[src/rtl/core_pkg.sv]
// core_pkg: shared opcodes, state/class encodings, writeback selects and fault codes for the sequencer
package core_pkg;
   localparam logic [6:0] OP_R      = 7'b0110011;
   localparam logic [6:0] OP_IMM    = 7'b0010011;
   localparam logic [6:0] OP_LOAD   = 7'b0000011;
   localparam logic [6:0] OP_STORE  = 7'b0100011;
   localparam logic [6:0] OP_BRANCH = 7'b1100011;
   localparam logic [6:0] OP_JAL    = 7'b1101111;
   localparam logic [6:0] OP_JALR   = 7'b1100111;
   localparam logic [6:0] OP_LUI    = 7'b0110111;
   localparam logic [6:0] OP_AUIPC  = 7'b0010111;
   typedef enum logic [2:0] {
      S_FETCH, S_DECODE, S_EXECUTE, S_MEM_CHECK, S_MEM, S_WRITEBACK, S_FAULT
   } state_t;
   typedef enum logic [3:0] {
      CL_R, CL_IMM, CL_LOAD, CL_STORE, CL_BRANCH, CL_JAL, CL_JALR, CL_LUI, CL_AUIPC
   } cls_t;
   localparam logic [1:0] WB_ALU = 2'd0;
   localparam logic [1:0] WB_MEM = 2'd1;
   localparam logic [1:0] WB_PC4 = 2'd2;
   localparam logic [1:0] FC_NONE    = 2'd0;
   localparam logic [1:0] FC_KEY     = 2'd1;
   localparam logic [1:0] FC_TIMEOUT = 2'd2;
   localparam logic [1:0] FC_ILLEGAL = 2'd3;
   typedef struct packed {
      logic       fetch_req;
      logic       ir_we;
      logic       alu_en;
      logic       mem_req;
      logic       mem_we;
      logic       reg_we;
      logic [1:0] wb_sel;
      logic       pc_we;
      logic       branch_taken;
      logic       retired;
   } strobe_t;
endpackage

[src/rtl/core_sequencer_if.sv]
// core_sequencer_if: datapath/memory/security handshake between the sequencer and the rest of the core
interface core_sequencer_if;
   logic [6:0] opcode;
   logic       alu_zero;
   logic       key_ok;
   logic       mem_ready;
   logic       fetch_req;
   logic       ir_we;
   logic       alu_en;
   logic       mem_req;
   logic       mem_we;
   logic       reg_we;
   logic [1:0] wb_sel;
   logic       pc_we;
   logic       branch_taken;
   logic       retired;
   logic       fault;
   logic [1:0] fault_code;
   logic [2:0] state;
   modport master (
      input  opcode, alu_zero, key_ok, mem_ready,
      output fetch_req, ir_we, alu_en, mem_req, mem_we, reg_we, wb_sel, pc_we,
             branch_taken, retired, fault, fault_code, state
   );
   modport slave (
      output opcode, alu_zero, key_ok, mem_ready,
      input  fetch_req, ir_we, alu_en, mem_req, mem_we, reg_we, wb_sel, pc_we,
             branch_taken, retired, fault, fault_code, state
   );
endinterface

[src/rtl/opcode_classifier.sv]
// opcode_classifier: maps a 7-bit RV32I major opcode to an instruction class plus an illegal flag
module opcode_classifier
   import core_pkg::*;
(
   input  logic [6:0] opcode,
   output cls_t       cls,
   output logic       illegal
);
   always_comb begin
      illegal = 1'b0;
      case (opcode)
         OP_R:      cls = CL_R;
         OP_IMM:    cls = CL_IMM;
         OP_LOAD:   cls = CL_LOAD;
         OP_STORE:  cls = CL_STORE;
         OP_BRANCH: cls = CL_BRANCH;
         OP_JAL:    cls = CL_JAL;
         OP_JALR:   cls = CL_JALR;
         OP_LUI:    cls = CL_LUI;
         OP_AUIPC:  cls = CL_AUIPC;
         default: begin
            cls     = CL_R;
            illegal = 1'b1;
         end
      endcase
   end
endmodule

[src/rtl/core_sequencer.sv]
// core_sequencer: multi-cycle fetch/decode/execute/key-checked mem/writeback control with sticky fault
module core_sequencer
   import core_pkg::*;
#(
   parameter int WAIT_MAX = 15
) (
   input logic             clk,
   input logic             reset,
   core_sequencer_if.master bus
);
   state_t     st, nxt;
   cls_t       cls, cls_live;
   logic       illegal, waiting, expired, jump;
   logic [3:0] cnt;
   logic [1:0] code;
   strobe_t    s;
   opcode_classifier u_classifier (.opcode(bus.opcode), .cls(cls_live), .illegal(illegal));
   assign waiting = (st == S_FETCH || st == S_MEM) && !bus.mem_ready;
   // ready in the cycle the count would hit WAIT_MAX wins, since waiting is false then
   assign expired = waiting && cnt == 4'(WAIT_MAX - 1);
   assign jump    = cls == CL_JAL || cls == CL_JALR;
   always_comb begin
      s   = '0;
      nxt = st;
      case (st)
         S_FETCH: begin
            s.fetch_req = 1'b1;
            s.ir_we     = bus.mem_ready;
            nxt         = bus.mem_ready ? S_DECODE : expired ? S_FAULT : S_FETCH;
         end
         S_DECODE: nxt = illegal ? S_FAULT : S_EXECUTE;
         S_EXECUTE: begin
            s.alu_en       = 1'b1;
            s.pc_we        = cls == CL_BRANCH;
            s.retired      = cls == CL_BRANCH;
            s.branch_taken = cls == CL_BRANCH && bus.alu_zero;
            nxt            = cls == CL_BRANCH ? S_FETCH
                           : (cls == CL_LOAD || cls == CL_STORE) ? S_MEM_CHECK : S_WRITEBACK;
         end
         S_MEM_CHECK: nxt = bus.key_ok ? S_MEM : S_FAULT;
         S_MEM: begin
            s.mem_req = 1'b1;
            s.mem_we  = cls == CL_STORE;
            s.pc_we   = bus.mem_ready && cls == CL_STORE;
            s.retired = bus.mem_ready && cls == CL_STORE;
            nxt       = !bus.mem_ready ? (expired ? S_FAULT : S_MEM)
                      : cls == CL_STORE ? S_FETCH : S_WRITEBACK;
         end
         S_WRITEBACK: begin
            s.reg_we       = 1'b1;
            s.pc_we        = 1'b1;
            s.retired      = 1'b1;
            s.branch_taken = jump;
            s.wb_sel       = cls == CL_LOAD ? WB_MEM : jump ? WB_PC4 : WB_ALU;
            nxt            = S_FETCH;
         end
         default: nxt = S_FAULT;
      endcase
   end
   always_ff @(posedge clk) begin
      if (reset) begin
         st   <= S_FETCH;
         cls  <= CL_R;
         cnt  <= '0;
         code <= FC_NONE;
      end else begin
         st <= nxt;
         if (st == S_DECODE) cls <= cls_live;
         if (nxt == S_FAULT && st != S_FAULT)
            code <= st == S_DECODE ? FC_ILLEGAL : st == S_MEM_CHECK ? FC_KEY : FC_TIMEOUT;
         cnt <= nxt != st ? 4'd0 : waiting ? cnt + 4'd1 : cnt;
      end
   end
   assign {bus.fetch_req, bus.ir_we, bus.alu_en, bus.mem_req, bus.mem_we, bus.reg_we,
           bus.wb_sel, bus.pc_we, bus.branch_taken, bus.retired} = reset ? '0 : s;
   assign bus.fault      = !reset && st == S_FAULT;
   assign bus.fault_code = reset ? FC_NONE : code;
   assign bus.state      = reset ? 3'd0 : st;
endmodule

[src/flat_wrapper.sv]
// flat-port wrapper written by rule: the top's interface ports become plain ports
module core_sequencer_flat import core_pkg::*;
#(
   parameter int WAIT_MAX = 15
)
  (clk, reset, bus_opcode, bus_alu_zero, bus_key_ok, bus_mem_ready, bus_fetch_req, bus_ir_we, bus_alu_en, bus_mem_req, bus_mem_we, bus_reg_we, bus_wb_sel, bus_pc_we, bus_branch_taken, bus_retired, bus_fault, bus_fault_code, bus_state);
  core_sequencer_if bus_i ();
  input logic clk;
  input logic reset;
  input wire logic [$bits(bus_i.opcode)-1:0] bus_opcode;
  input wire logic [$bits(bus_i.alu_zero)-1:0] bus_alu_zero;
  input wire logic [$bits(bus_i.key_ok)-1:0] bus_key_ok;
  input wire logic [$bits(bus_i.mem_ready)-1:0] bus_mem_ready;
  output wire logic [$bits(bus_i.fetch_req)-1:0] bus_fetch_req;
  output wire logic [$bits(bus_i.ir_we)-1:0] bus_ir_we;
  output wire logic [$bits(bus_i.alu_en)-1:0] bus_alu_en;
  output wire logic [$bits(bus_i.mem_req)-1:0] bus_mem_req;
  output wire logic [$bits(bus_i.mem_we)-1:0] bus_mem_we;
  output wire logic [$bits(bus_i.reg_we)-1:0] bus_reg_we;
  output wire logic [$bits(bus_i.wb_sel)-1:0] bus_wb_sel;
  output wire logic [$bits(bus_i.pc_we)-1:0] bus_pc_we;
  output wire logic [$bits(bus_i.branch_taken)-1:0] bus_branch_taken;
  output wire logic [$bits(bus_i.retired)-1:0] bus_retired;
  output wire logic [$bits(bus_i.fault)-1:0] bus_fault;
  output wire logic [$bits(bus_i.fault_code)-1:0] bus_fault_code;
  output wire logic [$bits(bus_i.state)-1:0] bus_state;
  assign bus_i.opcode = bus_opcode;
  assign bus_i.alu_zero = bus_alu_zero;
  assign bus_i.key_ok = bus_key_ok;
  assign bus_i.mem_ready = bus_mem_ready;
  assign bus_fetch_req = bus_i.fetch_req;
  assign bus_ir_we = bus_i.ir_we;
  assign bus_alu_en = bus_i.alu_en;
  assign bus_mem_req = bus_i.mem_req;
  assign bus_mem_we = bus_i.mem_we;
  assign bus_reg_we = bus_i.reg_we;
  assign bus_wb_sel = bus_i.wb_sel;
  assign bus_pc_we = bus_i.pc_we;
  assign bus_branch_taken = bus_i.branch_taken;
  assign bus_retired = bus_i.retired;
  assign bus_fault = bus_i.fault;
  assign bus_fault_code = bus_i.fault_code;
  assign bus_state = bus_i.state;
  core_sequencer #(.WAIT_MAX(WAIT_MAX)) u_core (.clk(clk), .reset(reset), .bus(bus_i));
endmodule
[config.mk]
export PLATFORM = sky130hd
export DESIGN_NAME = core_sequencer_flat
export DESIGN_NICKNAME = d
export VERILOG_FILES = /design/src/rtl/core_pkg.sv /design/src/rtl/core_sequencer_if.sv /design/src/rtl/opcode_classifier.sv /design/src/rtl/core_sequencer.sv /design/src/flat_wrapper.sv
export SDC_FILE = /design/constraint.sdc
export NUM_CORES = 1
export LEC_CHECK = 0
export CAP_MARGIN = 30
export CORE_AREA = 4 4 54 56
export CTS_CLUSTER_DIAMETER = 50
export DETAILED_ROUTE_END_ITERATION = 8
export DIE_AREA = 0 0 58 60
export GPL_TIMING_DRIVEN = 0
export PLACE_DENSITY = 0.78
export SYNTH_ARGS = -nofsm -noshare
export SYNTH_HDL_FRONTEND = slang
export SYNTH_SLANG_ARGS = --single-unit
[constraint.sdc]
create_clock -name clk -period 1.8 [get_ports clk]
set_input_delay 0.54 -clock clk [delete_from_list [all_inputs] [get_ports clk]]
set_output_delay 0.54 -clock clk [all_outputs]
set_load 0.02 [all_outputs]
Yosys cells after proc, flatten, opt, wreduce, memory -nomap -nowiden

Index checks and enable logic that the tools add are counted.

Register bits after elaboration: 13
Input port bits: 12
Output and inout port bits: 17
Logic and storage cells: 67

Add/sub/neg operators: 1
Equality and inequality tests: 24
Mux-type cells: 24
Reduce and logical (&&, ||, !) cells: 14

Operators with widths:

| cell                | count |
|---|---|
| $pmux 4 s8          | 1 |
| $mux 3              | 9 |
| $eq 7x6->1 const B  | 3 |
| $eq 7x7->1 const B  | 3 |
| $mux 2              | 9 |
| $pmux 3 s6          | 1 |
| $eq 7x5->1 const B  | 2 |
| $eq 3x3->1 const B  | 4 |
| $eq 4x3->1 const B  | 3 |
| $mux 11             | 1 |
| $reduce_or 9->1     | 1 |
| $eq 4x2->1 const B  | 2 |
| $eq 7x2->1 const B  | 1 |
| $eq 3x2->1 const B  | 2 |
| $logic_and 1x1->1   | 6 |
| $add 4x1->4 const B | 1 |
| $eq 4x4->1 const B  | 1 |
| $eq 3x1->1 const B  | 1 |
| $logic_not 3->1     | 1 |
| $logic_or 1x1->1    | 3 |
| $ne 3x3->1          | 1 |
| $ne 3x3->1 const B  | 1 |
| $pmux 1 s3          | 1 |
| $logic_not 1->1     | 2 |
| 3 further kinds     | 3 |

Depth between registers and ports, before layout

Word-level depth: 9
Mapped depth: 8
Gate-level depth less buffers: 7

Modules after synthesis

A second synthesis with hierarchy kept.

Cells, all modules: 130
Area, all modules: 1,079.8 um^2

Modules (own cells, without submodules):

| module            | times used | cells each | area an instance (um^2) | seq. area each (um^2) |
|---|---|---|---|---|
| core_sequencer    | 1          | 102        | 905.9                   | 260.2 |
| opcode_classifier | 1          | 28         | 173.9                   | 0.0 |

Worst setup path before layout

Ideal clock, no wire load.

Kind: input to output
From: in reset
To: out bus_branch_taken
Arrival: 1.991 ns
Required time: 1.260 ns
Slack: -0.731 ns
Cell stages on the path: 6
Buffers on the path: 1
Cell sequence: buf_2 nand2b_1 nor2_1 and4b_1 a21oi_1 nor2_1

Longest elaborated chain between the ends: 1

Ends and longest elaborated chain:

| item            | line                 | RTL |
|---|---|---|
| start, declared | flat_wrapper.sv:9    | `input logic reset;` |
| $mux 11         | core_sequencer.sv:75 | `bus.wb_sel, bus.pc_we, bus.branch_taken, bus.retired} = reset ? '0 : s;` |
| end, declared   | flat_wrapper.sv:22   | `output wire logic [$bits(bus_i.branch_taken)-1:0] bus_branch_taken;` |

Every way passes these cells.

Worst setup path after layout

From: reg u_core.cls[1]
To: out bus_retired

Longest elaborated chain between the ends: 4
Elaborated cells on any way between the ends: 5
Classes of those cells: 2 x eq/ne; 2 x mux; 1 x reduce/logical

Ends and longest elaborated chain:

| item                   | line                 | RTL |
|---|---|---|
| start, declared        | core_sequencer.sv:12 | `cls_t cls, cls_live;` |
| start signal, assigned | core_sequencer.sv:68 | `if (st == S_DECODE) cls <= cls_live;` |
| $eq 4x2->1             | core_sequencer.sv:45 | `s.retired = bus.mem_ready && cls == CL_STORE;` |
| $logic_and 1x1->1      | core_sequencer.sv:45 |  |
| $pmux 1 s3 (*)         | core_sequencer.sv:25 | `case (st)` |
| $mux 11 (*)            | core_sequencer.sv:75 |  |
| end, declared          | flat_wrapper.sv:23   | `output wire logic [$bits(bus_i.retired)-1:0] bus_retired;` |

Mark *: on every way between the ends. The rest lies on a longest branch, timed or not.

==> metrics.txt <==
area share of the largest cell type after synthesis 25.90%; antenna-violating nets left 0; average detailed-routed wire length per instance 14.39 µm; Area after DPL 0.001379 mm²; Period Utilization, post-route 124.6%; count of distinct cell types in the synthesized netlist 47; via count 1,145; number of antenna violations at the first check in global routing 0; pin count of the biggest net entering global routing 11; YS warnings 0; Fin Hold WS 0.4612 ns; Max H-tree Level 1; cell chain of the critical path or4b_4 -> nor3_4 -> nor2_1 -> nor2_2 -> buf_6 -> buf_6; Post-route DRC 0; type of element launching the critical path register; worst slew margin relative to its limit 72.27%; static leakage 0.7002 nW; number of global-route vias before repair 1,046; gr usage total 17.13%; Final Non-Filler Cells 207; standard cell core area 0.002432 mm²; power density cells 463.8 mW/mm²; net switching fraction of the power 32.13%; Post-Synthesis Cells 133; outcome complete, but fails checks; standard-cell rows 18; final-layout fill cell count 183; CTS tree built; area used by multi-input combinational logic 799.5 µm²; final clock skew 0.009097 ns; setup repair after global routing missed its margin yes; Worst R2R Setup Slack 0.03 ns; worst reg2reg path startpoint u_core.cls[1]; final cell utilization of the core 66.72%; leftover overflow at the end of global routing 0; routed wire length 2979 µm; top flip-flop cell by instance count after synthesis sky130_fd_sc_hd__dfxtp_1; num ports 29; Gate power share 35.5%; Seq pwr share 40.8%; max incr delay on CP 0.55 ns; fin crit period 2.244 ns; Critical Path Most Common Cell sky130_fd_sc_hd__buf_6; die area 0.003480 mm²; failing checks negative setup slack; final setup margin -0.4437 ns; Antenna Diode Count 0; class of the tightest hold or removal check input port to register; Internal Power 510.9 µW; via/cell ratio 5.531; ys async rst share 0%; Psw 241.8 µW; CTS clk-pin slew, worst paths 0.07 ns; fraction of the yosys area taken by sequential cells 25.90%; post-route design area 0.001623 mm²; area added between synthesis and finish 61.52%; Clock Power Share 23.7%; number of buffers added on ports 26; worst endpoint data arrival time 1.70 ns; Worst Path Max Fanout 4; Placer Congestion 0.8477; sequential cell area in the final layout 279.0 µm²; number of design-rule violations left by the first detailed-router iteration 41; maximum buffer depth of the clock tree 2; average footprint of a synthesized cell 7.554 µm²; final-stage net count 192; worst slew pin tran 0.4160 ns; beginning of the worst hold path reset; Clock Latency Late Sink 0.28 ns; global-route wire length before repair 4609 µm; total standard cell area after synthesis 0.001005 mm²; Synth area leaders sky130_fd_sc_hd__dfxtp_1 26%, sky130_fd_sc_hd__nor2_1 6.7%, sky130_fd_sc_hd__nor2b_1 5.6%; final hold violations 0; fraction of final layout cells sized beyond drive strength 1 44.07%; critical path launch point u_core.cls[1]; critical path capture point type primary output; number of enable flip-flop cells after synthesis 0; slowest cell on the critical path sky130_fd_sc_hd__or4b_4; maximum vdd drop 0.0003620 V; final-report max-slew violation count 0; Clock Sinks 13; maximum achievable frequency 0.4457 GHz; DR pass1 iterations 4; clock root cell sky130_fd_sc_hd__clkbuf_4; number of setup violations in the final report 7; Die Span X 58 µm; Data required, critical path 1.26 ns; Bufs and invs on worst path 2; vertical die dimension 60 µm; effective utilization at floorplan 41.31%; synthesized flop and latch total 13; most instantiated library cell after synthesis sky130_fd_sc_hd__nor2_1; Synth area leader sky130_fd_sc_hd__dfxtp_1; critical path start-end classification register to primary output; Post-CTS Hold Buffers 0; Max Cap Violations 0; delay-heaviest family, CP simple AND/OR/NAND/NOR gates; HPWL after detailed placement 1976 µm; Commonest cells post-synth 18 x sky130_fd_sc_hd__nor2_1, 13 x sky130_fd_sc_hd__dfxtp_1, 9 x sky130_fd_sc_hd__nor2b_1; net count after synthesis 147; CTS buffer count 3; number of instances in the placed design 189
per-stage QoR:
| stage | setup slack [ns] | total power [mW] | TNS (ns) |
|---|---|---|---|
| final | -0.4437 | 0.7527 | -1.859 |
| after global placement | -1.023 | 0.5122 | -9.748 |
| after global routing | -0.5273 | 0.7964 | -2.501 |
| after detailed placement | -1.036 | 0.5177 | -10.42 |
| after CTS | -0.5194 | 0.7140 | -1.948 |
| after floorplan | -0.2703 | 0.4460 | -1.147 |
layout make-up:
type                            count  area share (%)
Tap cell                           30           2.313
Buffer                              8           5.166
Clock buffer                        4           1.619
Sequential cell                    13           17.19
Inverter                            8           1.850
Timing Repair Buffer               41           22.59
Multi-Input combinational cell    103           49.27
power groups by stage:
stage                     clock [mW]  sequential, mW  combinational (mW)
after detailed placement           0           0.312               0.206
after floorplan                    0           0.310               0.136
after global placement             0           0.312               0.200
final                          0.178           0.307               0.267
after CTS                      0.182           0.306               0.226
after global routing           0.201           0.308               0.288
per-layer routing:
layer / GRT usage, % / vias to the layer above / routed length [µm]
met4: 7.947 / 0 / 59
li1: - / 563 / -
met2: 28.71 / 35 / 1513
met1: 21.18 / 540 / 1276
met5: 0 / - / 0
met3: 3.240 / 7 / 130
sequential cells by signal, indices dropped and copies added, names as in the netlist:
name,count
u_core.st,3
u_core.cls,4
u_core.cnt,4
u_core.code,2
path summary, 6_finish.rpt:
check,to,depth (start not counted)
setup / recovery,bus_retired,6
hold / removal,u_core.st[1],2
setup reg to reg,u_core.code[1],8
hold reg to reg,u_core.code[1],1
cell families (layout without fill, tap and decap cells):
group / after synthesis / count (layout) / share of synthesized area, %
buffers and inverters: 17 / 61 / 7.596
adders and majority gates: 2 / 2 / 2.490
and+or+nand+nor: 64 / 64 / 35.99
AOI/OAI and AO/OA: 32 / 32 / 23.66
DFF: 13 / 13 / 25.90
xor gates and xnor gates: 5 / 5 / 4.358
worst register-to-register path, stage by stage (launching register included):
cell	delay, ns
sky130_fd_sc_hd__dfxtp_4	0.35
sky130_fd_sc_hd__buf_4	0.13
sky130_fd_sc_hd__and4bb_2	0.26
sky130_fd_sc_hd__buf_4	0.14
sky130_fd_sc_hd__a211o_1	0.28
sky130_fd_sc_hd__a21o_1	0.22
sky130_fd_sc_hd__nand2_2	0.08
sky130_fd_sc_hd__nor2_1	0.04
sky130_fd_sc_hd__o21a_1	0.18
layout by cell type (no fill, tap or decap), drive strengths merged, types with 3 or more instances in the layout:
cell type      count
xor2               4
buf               34
nor2b              9
a21oi              4
nor3               8
dlygate4sd2        7
clkdlybuf4s50      4
nor2              18
nand2b             6
inv                8
nand2              7
clkbuf             6
a211oi             3
o21ai              8
dfxtp             13
o31ai              3
what timing repair did:
item,4_1_cts,5_1_grt
pin swaps,9,9
endpoints found under the setup margin,21,15
setup buffers,7,8
cloned,0,0
resized for setup,93,22
Note: power is estimated with default switching activity, not from simulation.
